**src/rtl/calc_pkg.sv**
```systemverilog
// Shared calculator definitions: datapath widths, arbiter state encoding and
// the ALU8 opcode map used by every block that talks to the ALU.
package calc_pkg;

    localparam int WIDTH = 8;
    localparam int OPW   = 4;

    typedef enum logic [1:0] {
        ST_IDLE    = 2'b00,
        ST_EXEC    = 2'b01,
        ST_RELEASE = 2'b10
    } arb_state_e;

    localparam logic [3:0] ALU_ADD   = 4'b0000;
    localparam logic [3:0] ALU_SUB   = 4'b0001;
    localparam logic [3:0] ALU_AND   = 4'b0010;
    localparam logic [3:0] ALU_OR    = 4'b0011;
    localparam logic [3:0] ALU_XOR   = 4'b0100;
    localparam logic [3:0] ALU_PASSA = 4'b0101;

endpackage

```
**src/rtl/rr_pick2.sv**
```systemverilog
// Two-way round-robin picker: a lone request wins outright, a tie goes to the
// requester that was not served last.
module rr_pick2 (
    input  logic req0,
    input  logic req1,
    input  logic last,
    output logic valid,
    output logic winner
);

    assign valid  = req0 | req1;
    assign winner = (req0 & req1) ? ~last : req1;

endmodule

```
**src/rtl/alu8_arbiter.sv**
```systemverilog
// Shares one ALU8 between the front-panel sequencer (port 0) and the
// diagnostic engine (port 1); operands latched at grant, result one cycle later.
//
// Handshake: a requester holds reqN high; gntN rises on the edge it wins and
// stays high until reqN is sampled low after doneN; doneN is a one-cycle pulse
// marking result/flags valid. Operands are only sampled on the granting edge.
module alu8_arbiter
    import calc_pkg::*;
#(
    parameter int WIDTH = calc_pkg::WIDTH,
    parameter int OPW   = calc_pkg::OPW
) (
    input  logic             clock,
    input  logic             reset,
    input  logic             req0,
    input  logic [WIDTH-1:0] a0,
    input  logic [WIDTH-1:0] b0,
    input  logic [OPW-1:0]   op0,
    input  logic             req1,
    input  logic [WIDTH-1:0] a1,
    input  logic [WIDTH-1:0] b1,
    input  logic [OPW-1:0]   op1,
    output logic             gnt0,
    output logic             gnt1,
    output logic             done0,
    output logic             done1,
    output logic [WIDTH-1:0] result,
    output logic             zero,
    output logic             carry,
    output logic             overflow,
    output logic             busy,
    output logic [WIDTH-1:0] alu_a,
    output logic [WIDTH-1:0] alu_b,
    output logic [OPW-1:0]   alu_op,
    input  logic [WIDTH-1:0] alu_result,
    input  logic             alu_zero,
    input  logic             alu_carry,
    input  logic             alu_overflow,
    output arb_state_e       state_o
);

    arb_state_e       state_q;
    logic             last_q, g_q;
    logic             gnt0_q, gnt1_q, done0_q, done1_q, busy_q;
    logic [WIDTH-1:0] result_q, alu_a_q, alu_b_q;
    logic [OPW-1:0]   alu_op_q;
    logic             zero_q, carry_q, overflow_q;

    logic pick_valid, pick_winner, owner_req;

    rr_pick2 u_pick (
        .req0   (req0),
        .req1   (req1),
        .last   (last_q),
        .valid  (pick_valid),
        .winner (pick_winner)
    );

    assign owner_req = g_q ? req1 : req0;

    always_ff @(posedge clock) begin
        if (reset || (state_q != ST_IDLE && state_q != ST_EXEC && state_q != ST_RELEASE)) begin
            state_q    <= ST_IDLE;
            last_q     <= 1'b1;
            g_q        <= 1'b0;
            gnt0_q     <= 1'b0;
            gnt1_q     <= 1'b0;
            done0_q    <= 1'b0;
            done1_q    <= 1'b0;
            busy_q     <= 1'b0;
            result_q   <= '0;
            zero_q     <= 1'b0;
            carry_q    <= 1'b0;
            overflow_q <= 1'b0;
            alu_a_q    <= '0;
            alu_b_q    <= '0;
            alu_op_q   <= '0;
        end else begin
            case (state_q)
                ST_IDLE: begin
                    if (pick_valid) begin
                        alu_a_q  <= pick_winner ? a1  : a0;
                        alu_b_q  <= pick_winner ? b1  : b0;
                        alu_op_q <= pick_winner ? op1 : op0;
                        g_q      <= pick_winner;
                        gnt0_q   <= ~pick_winner;
                        gnt1_q   <= pick_winner;
                        busy_q   <= 1'b1;
                        state_q  <= ST_EXEC;
                    end
                end
                ST_EXEC: begin
                    result_q   <= alu_result;
                    zero_q     <= alu_zero;
                    carry_q    <= alu_carry;
                    overflow_q <= alu_overflow;
                    done0_q    <= ~g_q;
                    done1_q    <= g_q;
                    last_q     <= g_q;
                    state_q    <= ST_RELEASE;
                end
                default: begin
                    // RELEASE: grant is held until the owner lets go of its request
                    done0_q <= 1'b0;
                    done1_q <= 1'b0;
                    if (!owner_req) begin
                        gnt0_q  <= 1'b0;
                        gnt1_q  <= 1'b0;
                        busy_q  <= 1'b0;
                        state_q <= ST_IDLE;
                    end
                end
            endcase
        end
    end

    assign gnt0     = gnt0_q;
    assign gnt1     = gnt1_q;
    assign done0    = done0_q;
    assign done1    = done1_q;
    assign busy     = busy_q;
    assign result   = result_q;
    assign zero     = zero_q;
    assign carry    = carry_q;
    assign overflow = overflow_q;
    assign alu_a    = alu_a_q;
    assign alu_b    = alu_b_q;
    assign alu_op   = alu_op_q;
    assign state_o  = state_q;

endmodule

```
**config.mk**
```make
export PLATFORM = sky130hd
export DESIGN_NAME = alu8_arbiter
export DESIGN_NICKNAME = d
export VERILOG_FILES = /design/src/rtl/calc_pkg.sv /design/src/rtl/rr_pick2.sv /design/src/rtl/alu8_arbiter.sv
export SDC_FILE = /design/constraint.sdc
export NUM_CORES = 1
export LEC_CHECK = 0
export BUFFER_PORTS_ARGS = -buffer_cell sky130_fd_sc_hd__clkbuf_2
export CAP_MARGIN = 30
export CORE_MARGIN = 2
export CORE_UTILIZATION = 49
export DETAILED_ROUTE_END_ITERATION = 12
export PLACE_DENSITY_LB_ADDON = 0.08
export SYNTH_ARGS = -nofsm -noshare
export SYNTH_HDL_FRONTEND = slang
export SYNTH_SLANG_ARGS = --single-unit
```
**constraint.sdc**
```tcl
create_clock -name clock -period 4.3 [get_ports clock]
set_clock_uncertainty 0.15 [all_clocks]
set_input_delay 0.215 -clock clock [delete_from_list [all_inputs] [get_ports clock]]
set_output_delay 0.215 -clock clock [all_outputs]
set_load 0.005 [all_outputs]
```
; ---- Word level (Yosys, flattened, before mapping)
; Cells that the tools add are included.
[op_classes]
n_reduce_logical = 8
eq_ne = 6
n_bitwise = 6
muxes = 17
[op_table]
columns = operator, count
row1 = $mux 8, 2
row2 = $pmux 1 s2, 5
row3 = $mux 1, 6
row4 = $mux 2, 2
row5 = $mux 4, 1
row6 = $ne 2x1->1 const B, 2
row7 = $ne 2x2->1 const B, 2
row8 = $not 1->1, 4
row9 = $pmux 2 s2, 1
row10 = $reduce_and 2->1, 2
row11 = $ne 3x1->1 const B, 1
row12 = $reduce_and 3->1, 1
row13 = $eq 2x1->1 const B, 1
row14 = $logic_and 1x1->1, 2
row15 = $logic_not 2->1, 1
row16 = $reduce_bool 2->1, 1
row17 = $and 1x1->1, 1
row18 = $logic_or 1x1->1, 1
row19 = $or 1x1->1, 1
[word_totals]
regBits = 40

; ---- Longest topological paths before layout
[logic_depth]
word_depth = 5
ltp_mapped = 5
depth_no_buf = 3

; ---- By module
; From an unflattened synthesis, not the netlist that was laid out.
[unflattened]
cells_unflattened = 177
hier_area_um2 = 1770.4
[by_module_without_submodules]
columns = mod, instances, cells_each, area_per_inst_um2, seq_area_each_um2
row1 = alu8_arbiter, 1, 175, 1756.7, 800.8
row2 = rr_pick2, 1, 2, 13.8, 0.0

; ---- Worst setup path after synthesis
; OpenSTA, ideal clock, no wires.
[synth_path]
path_type = register -> register
startpoint = register g_q
endpoint = register busy_q, in the netlist busy
synth_period_minus_slack_ps = 1403
setup_time_ps = 116
t_arrival_ps = 1138
path_slack_ps = 2897
path_buffers = 0
stages_incl_launch_ff = 4
cell_sequence = dfxtp_1 -> mux2_4 -> mux2_2 -> a31o_1
[synth_via]
elab_chain_len = 3
[synth_rtl]
columns = element, line_no
row1 = start: declaration, alu8_arbiter.sv:43  ; logic last_q, g_q;
row2 = start signal: assignment, alu8_arbiter.sv:85  ; g_q <= pick_winner;
row3 = $mux 1, alu8_arbiter.sv:59  ; assign owner_req = g_q ? req1 : req0;
row4 = $ne 2x1->1 (no source line), -
row5 = $reduce_and 3->1 (no source line), -
row6 = end signal: assignment, alu8_arbiter.sv:70  ; busy_q <= 1'b0;
row7 = end signal: assignment, alu8_arbiter.sv:88  ; busy_q <= 1'b1;
row8 = end signal: assignment, alu8_arbiter.sv:109  ; busy_q <= 1'b0;
row9 = end: declaration, alu8_arbiter.sv:44  ; logic gnt0_q, gnt1_q, done0_q, done1_q, busy_q;
; No other way between the ends.
; A chain may end at the register's enable or synchronous reset.

; ---- Worst setup path after layout
[layout_path]
startpoint = register state_q[0], in the netlist state_o[0]
endpoint = register alu_op_q[0], in the netlist alu_op[0]
[layout_via]
elab_chain_len = 4
[layout_rtl]
columns = element, line_no
row1 = start: declaration, alu8_arbiter.sv:42  ; arb_state_e state_q;
row2 = start signal: assignment, alu8_arbiter.sv:63  ; state_q <= ST_IDLE;
row3 = start signal: assignment, alu8_arbiter.sv:89  ; state_q <= ST_EXEC;
row4 = start signal: assignment, alu8_arbiter.sv:100  ; state_q <= ST_RELEASE;
row5 = $ne 2x1->1 / $reduce_bool 2->1 (equally long branches), alu8_arbiter.sv:62  ; if (reset || (state_q != ST_IDLE && state_q != ST_EXEC && state_q != ST_RELEASE)) begin
row6 = $logic_and 1x1->1 (2 in a row), alu8_arbiter.sv:62
row7 = $logic_or 1x1->1, alu8_arbiter.sv:62
row8 = end signal: assignment, alu8_arbiter.sv:84  ; alu_op_q <= pick_winner ? op1 : op0;
row9 = end: declaration, alu8_arbiter.sv:46  ; logic [OPW-1:0] alu_op_q;
; Parallel ways exist; a longest one is shown, timed or not.

==> impl_metrics.toml <==
[outcome]
outcome = "completed"

[worst_setup_path]
worstSetupPathType = "reg2reg"
cp.arrival_ns = 2.12
critPathLaunchType = "flip-flop"
crit_path_max_fanout = 35
crit_required_ns = 4.34
cp-end-kind = "flip-flop"

[clock_network]
htreeDepth = 2
cts_sinks = 40
cts_buffers = 5
postCtsSetupBuffers = 0
ctsResizeCount = 0
clkLatencyLatePin_ns = 0.28
clockBufferDepth = 2
hold_buffers = 0
clkTransAtPathRegs_ns = 0.07
cts_tree = "yes"
cts_root_buf = "clkbuf_8"

[placement]
port_buffers = 92
post-place-ws_ns = 2.23
hpwl_um = 3020
gp_congestion = 0.809

[timing]
min_period_ns = 2.09
drv_slew = 0
finalHoldViolations = 0
rsz0062_at_grt = "no"
setup_slack_ns = 2.21
max_freq_mhz = 479
slew_headroom = 0.365
worst_pin_slew_ns = 0.952
setup_viol = 0
fin_setup_tns_ns = 0
fin_crit_sh = 0.485

[global_routing]
grt_pass1_vias = 1577
antenna_found_initial = 0
grt_use_total = 0.203
grt_overflow = 0
grt_max_degree = 38
grt_pass1_wl_um = 6870

[final_layout]
nNetsFinal = 342
regArea_um2 = 801
syn_to_final_growth_pct = 26.5
final_common_cell = "clkbuf_2"
multi_input_comb_area_um2 = 950
nFillCells = 347
final_cell_mix = "clkbuf_2 (92), nand2_1 (41), dfxtp_1 (40), a21oi_1 (35), a311oi_2 (19)"
diodes = 0
drive_gt1_frac = 0.441

[routing]
wire_per_inst_um = 12.9
via_count = 1755
vias_per_cell = 5.22
ant_nets = 0
drc = 0
drt_first_pass_iters = 4
wl_um = 4340
drtIter0Drc = 69

[die]
die_width_um = 66.1
io_pins = 93
die_y_um = 66.1
rows = 22
start_util = 0.512
core_area_mm2 = 0.00369
dieArea_mm2 = 0.00436

[job]
maxCapViolations = 0

[logic_synthesis]
yosysTopAreaCell = "dfxtp_1"
syn_avg_cell_area_um2 = 9.16
ys_ff_latch = 40
ys_seq_area_frac = 0.424
synth_nets = 261
ys_top_cells_by_area = "dfxtp_1 (42%), a311oi_2 (15%), a21oi_1 (9.3%)"
synth_top_area_frac = 0.424
synthFlopType = "dfxtp_1"
synthArstFlopShare = 0
synth-warning-count = 0
synth.distinct_cells = 31
synth_edf_count = 0
syn_area_mm2 = 0.00189
synthCells = 206

[power_and_ir_drop]
power_density_mw_per_mm2 = 375
peakVddDrop_v = 0.000194
p_leak_nw = 1.06

[worst_hold_path]
hold_class = "in2reg"
report_power, final:
part           total [mW]  switching (mW)  internal (mW)
Sequential          0.440          0.0307          0.409
Combinational       0.208           0.107          0.101
Clock               0.246           0.116          0.131
Total               0.894           0.254          0.641
area by class of cell:
type | instances | share of cell area
Clock buffer | 8 | 0.0377
Tap cell | 48 | 0.0252
Inverter | 1 | 0.00157
Timing Repair Buffer | 94 | 0.202
Multi-Input combinational cell | 145 | 0.398
Sequential cell | 40 | 0.335
registers in the layout (all words and copies together), names as in the netlist, 2 cells and up:
signal	flops
alu_b	8
alu_op	4
alu_a	8
state_o	2
result	8
worst paths after layout:
| check | from | endpoint | slack [ns] | cells past startpoint |
|---|---|---|---|---|
| setup reg to reg | state_o[0]$_SDFFE_PP0P_ | alu_op[0]$_SDFFE_PP0P_ | 2.21 | 4 |
| hold reg to reg | result[3]$_SDFFE_PP0N_ | result[3]$_SDFFE_PP0N_ | 0.32 | 2 |
| hold / removal | alu_result[3] | result[3]$_SDFFE_PP0N_ | 0.01 | 3 |
| setup / recovery | state_o[0]$_SDFFE_PP0P_ | alu_op[0]$_SDFFE_PP0P_ | 2.21 | 4 |
per-layer routing:
| layer | up-vias | GRT usage | routed length [um] |
|---|---|---|---|
| li1 | 895 | - | - |
| met1 | 780 | 0.229 | 1910 |
| met2 | 69 | 0.360 | 2050 |
| met3 | 11 | 0.0545 | 298 |
| met4 | 0 | 0.0816 | 80 |
| met5 | - | 0 | 0 |
per-stage QoR:
stage | instances | hold slack (ns) | total power, mW | cell area, um^2 | util
finish | 336 | 0.0145 | 0.894 | 2390 | 0.647
global route | 336 | 0.0233 | 0.947 | 2390 | 0.647
CTS | 336 | 0.0123 | 0.903 | 2390 | 0.647
detailed placement | 328 | 0.312 | 0.657 | 2300 | 0.623
global placement | 327 | 0.306 | 0.653 | 2280 | 0.619
floorplan | 206 | 0.216 | 0.585 | 1890 | -
logic make-up after synthesis:
| family | share of synthesized area |
|---|---|
| mux | 0.0192 |
| flops | 0.424 |
| compound gates | 0.297 |
| buf+inv | 0.0736 |
| simple gates | 0.186 |
worst max-delay path, cell delays in order, from the launching register on:
cell and delay [ns]:
dfxtp_1 0.95, o21bai_2 0.33, nor2_2 0.05, buf_4 0.24, a311oi_1 0.26
Yosys cell counts, drive strengths merged, types with 2 or more instances:
| library cell | n |
|---|---|
| nor2 | 4 |
| nand3 | 16 |
| nor3 | 2 |
| dfxtp | 40 |
| a21oi | 35 |
| mux2 | 2 |
| buf | 14 |
| nand2b | 11 |
| a31oi | 2 |
| nand2 | 41 |
| clkbuf | 6 |
| a311oi | 20 |
No activity file was read; power rests on OpenSTA's default activity.
